===== src/rtl/traffic_conflict_monitor.sv =====
// Receive-side safety checker for the {N,E,S,W} light bus; latches a fault and forces outputs safe.
// Optional MON_FLASH_EN: in FAULT the outputs flash all-red/all-yellow on each tick.
module traffic_conflict_monitor #(
    parameter int TICK_DIV   = 50_000_000,
    parameter int MIN_YELLOW = 1,
    parameter int WDOG_TICKS = 16
) (
    input  logic       clk,
    input  logic       reset,
    input  logic [7:0] lights_in,
    input  logic       clr,
    output logic [7:0] lights_out,
    output logic       fault,
    output logic [2:0] fault_code,
    output logic [3:0] fault_dir,
    output logic       tick
);

    localparam int PW = (TICK_DIV > 1) ? $clog2(TICK_DIV) : 1;
    localparam int DW = (MIN_YELLOW > 0) ? $clog2(MIN_YELLOW + 1) : 1;
    localparam int WW = (WDOG_TICKS > 0) ? $clog2(WDOG_TICKS + 1) : 1;

    localparam logic [PW-1:0] PRE_LAST  = PW'(TICK_DIV - 1);
    localparam logic [DW-1:0] DWELL_MAX = DW'(MIN_YELLOW);
    localparam logic [WW-1:0] WDOG_MAX  = WW'(WDOG_TICKS);

    localparam logic [1:0] RED = 2'b00;
    localparam logic [1:0] YEL = 2'b01;
    localparam logic [1:0] GRN = 2'b10;
    localparam logic [1:0] ILL = 2'b11;

    localparam logic [7:0] ALL_RED = 8'h00;
    localparam logic [7:0] ALL_YEL = 8'h55;

    localparam logic [2:0] C_NONE    = 3'd0;
    localparam logic [2:0] C_INVALID = 3'd1;
    localparam logic [2:0] C_CONFLICT = 3'd2;
    localparam logic [2:0] C_BADTRANS = 3'd3;
    localparam logic [2:0] C_SHORTY  = 3'd4;
    localparam logic [2:0] C_STUCK   = 3'd5;

    typedef enum logic [1:0] {
        S_ARM,
        S_RUN,
        S_FAULT
    } state_t;

    state_t               state_q, state_d;
    logic [PW-1:0]        pre_q;
    logic [7:0]           prev_q, prev_d;
    logic [3:0][DW-1:0]   dwell_q, dwell_d;
    logic [WW-1:0]        wdog_q, wdog_d;
    logic [7:0]           lights_q, lights_d;
    logic                 fault_q, fault_d;
    logic [2:0]           code_q, code_d;
    logic [3:0]           dir_q, dir_d;

    logic [3:0] inv, grn, chg, bad, shorty;
    logic       conflict, stuck;
    logic       hard_viol, run_viol;
    logic [2:0] hard_code, run_code;
    logic [3:0] hard_dir, run_dir;

    assign tick       = (pre_q == PRE_LAST);
    assign lights_out = lights_q;
    assign fault      = fault_q;
    assign fault_code = code_q;
    assign fault_dir  = dir_q;

    always_ff @(posedge clk or negedge reset) begin
        if (!reset) begin
            pre_q <= '0;
        end else if (tick) begin
            pre_q <= '0;
        end else begin
            pre_q <= pre_q + 1'b1;
        end
    end

    // Per-direction classification; bit i covers lights[2i+1:2i] (bit 3 = N).
    always_comb begin
        inv    = '0;
        grn    = '0;
        chg    = '0;
        bad    = '0;
        shorty = '0;
        for (int i = 0; i < 4; i++) begin
            inv[i] = (lights_in[2*i +: 2] == ILL);
            grn[i] = (lights_in[2*i +: 2] == GRN);
            chg[i] = (lights_in[2*i +: 2] != prev_q[2*i +: 2]);
            bad[i] = ((prev_q[2*i +: 2] == RED) && (lights_in[2*i +: 2] == GRN))
                  || ((prev_q[2*i +: 2] == GRN) && (lights_in[2*i +: 2] == RED));
            shorty[i] = (prev_q[2*i +: 2] == YEL)
                     && (lights_in[2*i +: 2] == RED)
                     && (dwell_q[i] < DWELL_MAX);
        end
        conflict = ((grn & (grn - 4'd1)) != 4'd0);
        stuck    = (wdog_q == WDOG_MAX);
    end

    // Pattern-level faults are valid in every state; transition faults only in RUN.
    always_comb begin
        hard_viol = 1'b0;
        hard_code = C_NONE;
        hard_dir  = '0;
        if (|inv) begin
            hard_viol = 1'b1;
            hard_code = C_INVALID;
            hard_dir  = inv;
        end else if (conflict) begin
            hard_viol = 1'b1;
            hard_code = C_CONFLICT;
            hard_dir  = grn;
        end

        run_viol = hard_viol;
        run_code = hard_code;
        run_dir  = hard_dir;
        if (!hard_viol) begin
            if (|bad) begin
                run_viol = 1'b1;
                run_code = C_BADTRANS;
                run_dir  = bad;
            end else if (|shorty) begin
                run_viol = 1'b1;
                run_code = C_SHORTY;
                run_dir  = shorty;
            end else if (stuck) begin
                run_viol = 1'b1;
                run_code = C_STUCK;
                run_dir  = 4'b1111;
            end
        end
    end

    always_comb begin
        state_d  = state_q;
        prev_d   = prev_q;
        dwell_d  = dwell_q;
        wdog_d   = wdog_q;
        lights_d = lights_q;
        fault_d  = fault_q;
        code_d   = code_q;
        dir_d    = dir_q;
        unique case (state_q)
            S_ARM: begin
                prev_d  = lights_in;
                dwell_d = '0;
                wdog_d  = '0;
                if (hard_viol) begin
                    state_d  = S_FAULT;
                    fault_d  = 1'b1;
                    code_d   = hard_code;
                    dir_d    = hard_dir;
                    lights_d = ALL_RED;
                end else begin
                    state_d  = S_RUN;
                    lights_d = lights_in;
                end
            end
            S_RUN: begin
                if (run_viol) begin
                    state_d  = S_FAULT;
                    fault_d  = 1'b1;
                    code_d   = run_code;
                    dir_d    = run_dir;
                    lights_d = ALL_RED;
                end else begin
                    lights_d = lights_in;
                    prev_d   = lights_in;
                    // A change on a tick cycle clears rather than counts.
                    for (int i = 0; i < 4; i++) begin
                        if (chg[i]) begin
                            dwell_d[i] = '0;
                        end else if (tick && (dwell_q[i] != DWELL_MAX)) begin
                            dwell_d[i] = dwell_q[i] + 1'b1;
                        end
                    end
                    if (|chg) begin
                        wdog_d = '0;
                    end else if (tick && (wdog_q != WDOG_MAX)) begin
                        wdog_d = wdog_q + 1'b1;
                    end
                end
            end
            S_FAULT: begin
                if (clr && !hard_viol) begin
                    state_d  = S_ARM;
                    fault_d  = 1'b0;
                    code_d   = C_NONE;
                    dir_d    = '0;
                    lights_d = ALL_RED;
                end else begin
`ifdef MON_FLASH_EN
                    if (tick) begin
                        lights_d = (lights_q == ALL_RED) ? ALL_YEL : ALL_RED;
                    end
`else
                    lights_d = ALL_RED;
`endif
                end
            end
            default: begin
                state_d = S_ARM;
            end
        endcase
    end

    always_ff @(posedge clk or negedge reset) begin
        if (!reset) begin
            state_q  <= S_ARM;
            prev_q   <= '0;
            dwell_q  <= '0;
            wdog_q   <= '0;
            lights_q <= '0;
            fault_q  <= 1'b0;
            code_q   <= C_NONE;
            dir_q    <= '0;
        end else begin
            state_q  <= state_d;
            prev_q   <= prev_d;
            dwell_q  <= dwell_d;
            wdog_q   <= wdog_d;
            lights_q <= lights_d;
            fault_q  <= fault_d;
            code_q   <= code_d;
            dir_q    <= dir_d;
        end
    end

endmodule


===== config.mk =====
export PLATFORM = sky130hd
export DESIGN_NAME = traffic_conflict_monitor
export DESIGN_NICKNAME = d
export VERILOG_FILES = /design/src/rtl/traffic_conflict_monitor.sv
export SDC_FILE = /design/constraint.sdc
export NUM_CORES = 1
export LEC_CHECK = 0
export ABC_AREA = 1
export CAP_MARGIN = 20
export CORE_MARGIN = 2
export CORE_UTILIZATION = 50
export DETAILED_ROUTE_END_ITERATION = 12
export GPL_ROUTABILITY_DRIVEN = 0
export PLACE_DENSITY_LB_ADDON = 0.3
export REMOVE_ABC_BUFFERS = 1
export SYNTH_ARGS = -nofsm -noshare
export SYNTH_HDL_FRONTEND = slang
export SYNTH_SLANG_ARGS = --single-unit
export TNS_END_PERCENT = 50

===== constraint.sdc =====
create_clock -name clk -period 2.2 [get_ports clk]
set_input_delay 0.44 -clock clk [delete_from_list [all_inputs] [get_ports clk]]
set_output_delay 0.44 -clock clk [all_outputs]
set_load 0.1 [all_outputs]

### Word-level counts from Yosys, hierarchy flattened

Index checks and enable logic that the tools add are counted.

* word-level logic and storage cells: 167
* input bits: 11
* output and inout bits: 17
* register bits: 61

* reduce and logical (&&, ||, !) cells: 51
* equal/unequal tests: 34
* add/subtract/negate cells: 7
* order comparisons: 4
* muxes and demuxes: 54
* bitwise logic cells: 5

Operators by type and width (number)
* $mux W4: 10
* $add A26 B1 Y26 const B: 1
* $eq A2 B2 Y1 const B: 13
* $eq A26 B26 Y1 const B: 1
* $mux W26: 1
* $mux W8: 3
* $pmux W8 S3: 1
* $logic_and A1 B1 Y1: 22
* $mux W3: 7
* $logic_not A2 Y1: 9
* $mux W1: 17
* $pmux W8 S2: 1
* $reduce_or A4 Y1: 4
* $mux W5: 3
* $ne A3 B3 Y1 const B: 5
* $reduce_and A3 Y1: 5
* $pmux W4 S3: 1
* $eq A2 B1 Y1 const B: 5
* $mux W2: 5
* $pmux W5 S2: 1
* $pmux W3 S3: 1
* $ne A2 B2 Y1: 4
* $ne A2 B2 Y1 const B: 4
* $pmux W4 S2: 1
* 17 further kinds: 30

### Depth between registers and ports, before layout

* depth in word-level cells: 12
* mapped depth: 13

### Worst setup path before layout

OpenSTA, ideal clock, no wires.

* path type: reg2out
* from: register pre_q[0]
* to: output port tick
* stages on the path, launching flop included: 6
* arrival: 1.715 ns
* required time: 1.760 ns
* setup slack: 0.045 ns
* cells stage by stage: dfrtp_1 ha_1 nand2_1 nor4_1 nand4_1 inv_1

* cells in the longest elaborated chain, start to end: 1

RTL lines
* start, declared: RTL line 49 `logic [PW-1:0] pre_q;`
* start signal, assigned: RTL line 76 `pre_q <= pre_q + 1'b1;`
* $eq A26 B26 Y1: RTL line 64 `assign tick = (pre_q == PRE_LAST);`
* end, declared: RTL line 16 `output logic tick`

Every way passes these cells.

### Worst setup path in the final report

* from: register pre_q[10]
* to: output port tick

The elaborated chain is that of the path after synthesis.

==> key figures <==
Outcome
  • Status: completed

Routing
  • Detailed-route DRC error count: 0
  • Wire length per cell: approximately 13 microns
  • DR vias: around 3700
  • Remaining antenna violation count: 0
  • 1st-iter DRT viols: 193
  • Routed WL: 9.57 mm
  • DRT Pass-1 Iters: 4
  • Number of vias per cell: around 5.1

GRT
  • All-Layer GR Usage: 0.237
  • First-pass GRT wire length: approximately 16 mm
  • Grt total ovfl: 0
  • Initial antenna violation count: 0
  • Largest net degree at the start of global routing: 51
  • Vias in the first global route: ~3500

Critical path
  • CP Capture Type: output pin
  • RR Endpoint: fault_code[0]
  • Worst Path Max Fanout: 4
  • R2r worst-path depth: 12
  • CP required: approximately 1800 ps
  • Reg-to-reg startpoint: wdog_q[0]
  • Critical Path Source Type: flip-flop
  • CP arrival: around 1800 ps
  • Setup slack, reg-to-reg: roughly 150 ps
  • Crit Path Class: reg2out

Power and ir drop
  • Design Power: about 5.5 mW
  • Static Leak: approximately 2.5 nW
  • PD cells: ~1100 mW/mm^2
  • VDD IR max: 0.000772 V

STA
  • Post-route setup TNS: 0 ps
  • Least-Margin Pin Slew: ~400 ps
  • RSZ-0062 raised after global routing: yes
  • Clk_skew: ~9.3 ps
  • Final Hold Vio Count: 0
  • Fmax: around 0.45 GHz
  • Final setup fails: 0
  • Final worst path period need: 2200 ps
  • Pins over their slew limit: 0
  • Slew HR: 0.733
  • Worst Slack Setup Final: 0.179 ps
  • Final worst-path cycle share: 1.00

Layout
  • Multi-input logic area: about 0.0021 sq mm
  • Sequential Area: around 0.0015 sq mm
  • Share of post-route cells with drive strength above 1: 0.212
  • Fillers: slightly below 600
  • Final #Nets: ~650
  • # diodes: 0
  • Final Util: 0.660
  • Non-filler cells, final: 731
  • Layout area overhead: 26.3%

Floorplanning
  • Ports: 28
  • Die height: between 90 and 100 microns
  • Initial Utilization: 0.523
  • Die width: a little over 90 microns
  • Core area: approximately 0.0073 sq mm
  • Cell Rows: 31
  • Die ar.: about 0.0084 sq mm

Clocking
  • H-tree levels: 3
  • TritonCTS clock tree: yes
  • Worst-Skew Late Latency: approximately 340 ps
  • CTS sink cnt: a little over 60
  • Clk buf depth: 2
  • Root Buffer: clkbuf_8
  • Worst-path clk slew: about 70 ps
  • CTS buffer count: 9

Yosys
  • YS warnings: 0
  • Syn Inst Count: roughly 540
  • Avg Cell Area, Syn: about 7 sq um
  • Synthesized flop and latch total: between 60 and 70
  • Synth area leaders: dfrtp_1 40%, nand2_1 17%, nor2_1 6.5%
  • Post-Syn Area: 0.00383 sq mm
  • Sequential-to-total area share from yosys stat: 0.398
  • Yosys cell types: 35
  • Cell accounting for the most synthesized area: dfrtp_1
  • Top-area cell type share of the netlist area: 0.398

Worst hold path
  • HP Class: reg2reg
  • Min-delay src: fault
  • Worst hold endpoint: fault
  • Hold Path Depth: 2

Placement
  • Placed instance count: 705
  • DPL Wire Length: approximately 7 mm
  • Pre-CTS WS: -243 ps
  • IO buf count: 27

Run
  • Max_cap viols: 0
==> cell usage in the layout (no fill, tap or decap), types with 8 or more instances in the layout <==
master / count
inv_1: 58
inv_2: 8
nor2_1: 64
nand3_1: 42
dfrtp_1: 61
o21ai_1: 8
a21oi_1: 11
xor2_1: 16
nand2_1: 176
nor3_1: 14
nand2_2: 8
buf_4: 73
clkbuf_8: 11
==> synthesized netlist by cell type <==
cell type and instances:
a22oi_1 1, a21oi_1 11, xor2_1 16, a21oi_2 1
inv_2 5, ha_1 7, nand2_4 1, o21ai_4 1
nand2_1 178, nor3_4 1, nand3_4 2, nand4_1 7
xnor2_1 5, o21ai_2 7, clkbuf_1 1, nand4_2 1
inv_1 61, nor2_8 1, nor4_1 6, buf_4 2
buf_6 1, nor2_1 66, buf_1 1, nor2_4 3
nand2_2 6, nand3_2 3, nor3_1 15, o21ai_1 8
o31ai_1 1, o21ai_0 7, nand3b_1 4, nor2_2 1
nand3_1 42, dfrtp_1 61, o22ai_1 1
==> how the worst max path moves through the flow <==
stage                             from            end  slack, ps  depth (start not counted)
after global placement    lights_in[2]      wdog_q[1]       -250                         11
after CTS                    pre_q[11]           tick          2                          8
final                        pre_q[10]           tick        0.2                          8
after global routing          pre_q[8]           tick        -80                          8
after detailed placement  lights_in[0]  fault_code[0]       -240                         13
after floorplan               pre_q[0]           tick         50                          5
==> routing by layer <==
metal,vias to the layer above,track usage,wire [microns]
met5,-,0,0
met4,0,0.0846,182
met1,1751,0.333,4570
met2,94,0.364,4360
met3,16,0.0473,460
li1,1883,-,-
==> final cells by class <==
class	instances	area share
inverters	66	0.0512
clock inverters	4	0.00465
well taps	99	0.0256
flip-flops and latches	61	0.315
repair buffers	86	0.145
clock buffers	12	0.0321
multi-input cells	403	0.426
==> metrics by stage <==
step                      hold WS, ps  cell area [sq um]
after global placement            337               4540
after detailed placement          341               4540
after CTS                         481               4750
after floorplan                   144               3800
final                             477               4840
after global routing              506               4840
==> logic make-up after synthesis <==
| group | Yosys count | synth area share |
|---|---|---|
| flops | 61 | 0.398 |
| simple gates | 337 | 0.395 |
| xor+xnor | 21 | 0.0480 |
| fa+ha+maj | 7 | 0.0229 |
| compound gates | 38 | 0.0620 |
| buf+inv | 71 | 0.0735 |
==> what timing repair did <==
item,in CTS,in global routing
pin swaps,1,7
hold endpoints to repair,11,0
buffers inserted,1,8
endpoints found under the setup margin,1,25
hold buffers,1,0
resized for setup,5,10
==> power by group <==
group          internal (mW)  total (mW)  leakage, nW  switching (mW)
clock network          0.465       0.920       0.0921           0.455
registers               1.35        1.53        0.808           0.182
logic                  0.865        3.05         1.61            2.18
==> state kept, by name, indices dropped and copies added, names as in the netlist <==
name and cells:
fault_dir 4, lights_out 8, pre_q 26, dwell_q 4, prev_q 8, state_q 2, fault 1, wdog_q 5
fault_code 3
==> worst max-delay path, cell delays in order (launching register included) <==
cell and delay, ps:
dfrtp_1 430, inv_1 70, nand2_1 90, nor2_4 130, nand4_1 90, nor2_1 120, nand4_1 170, inv_2 140
buf_12 180
Power figures use the tool's default switching activity.
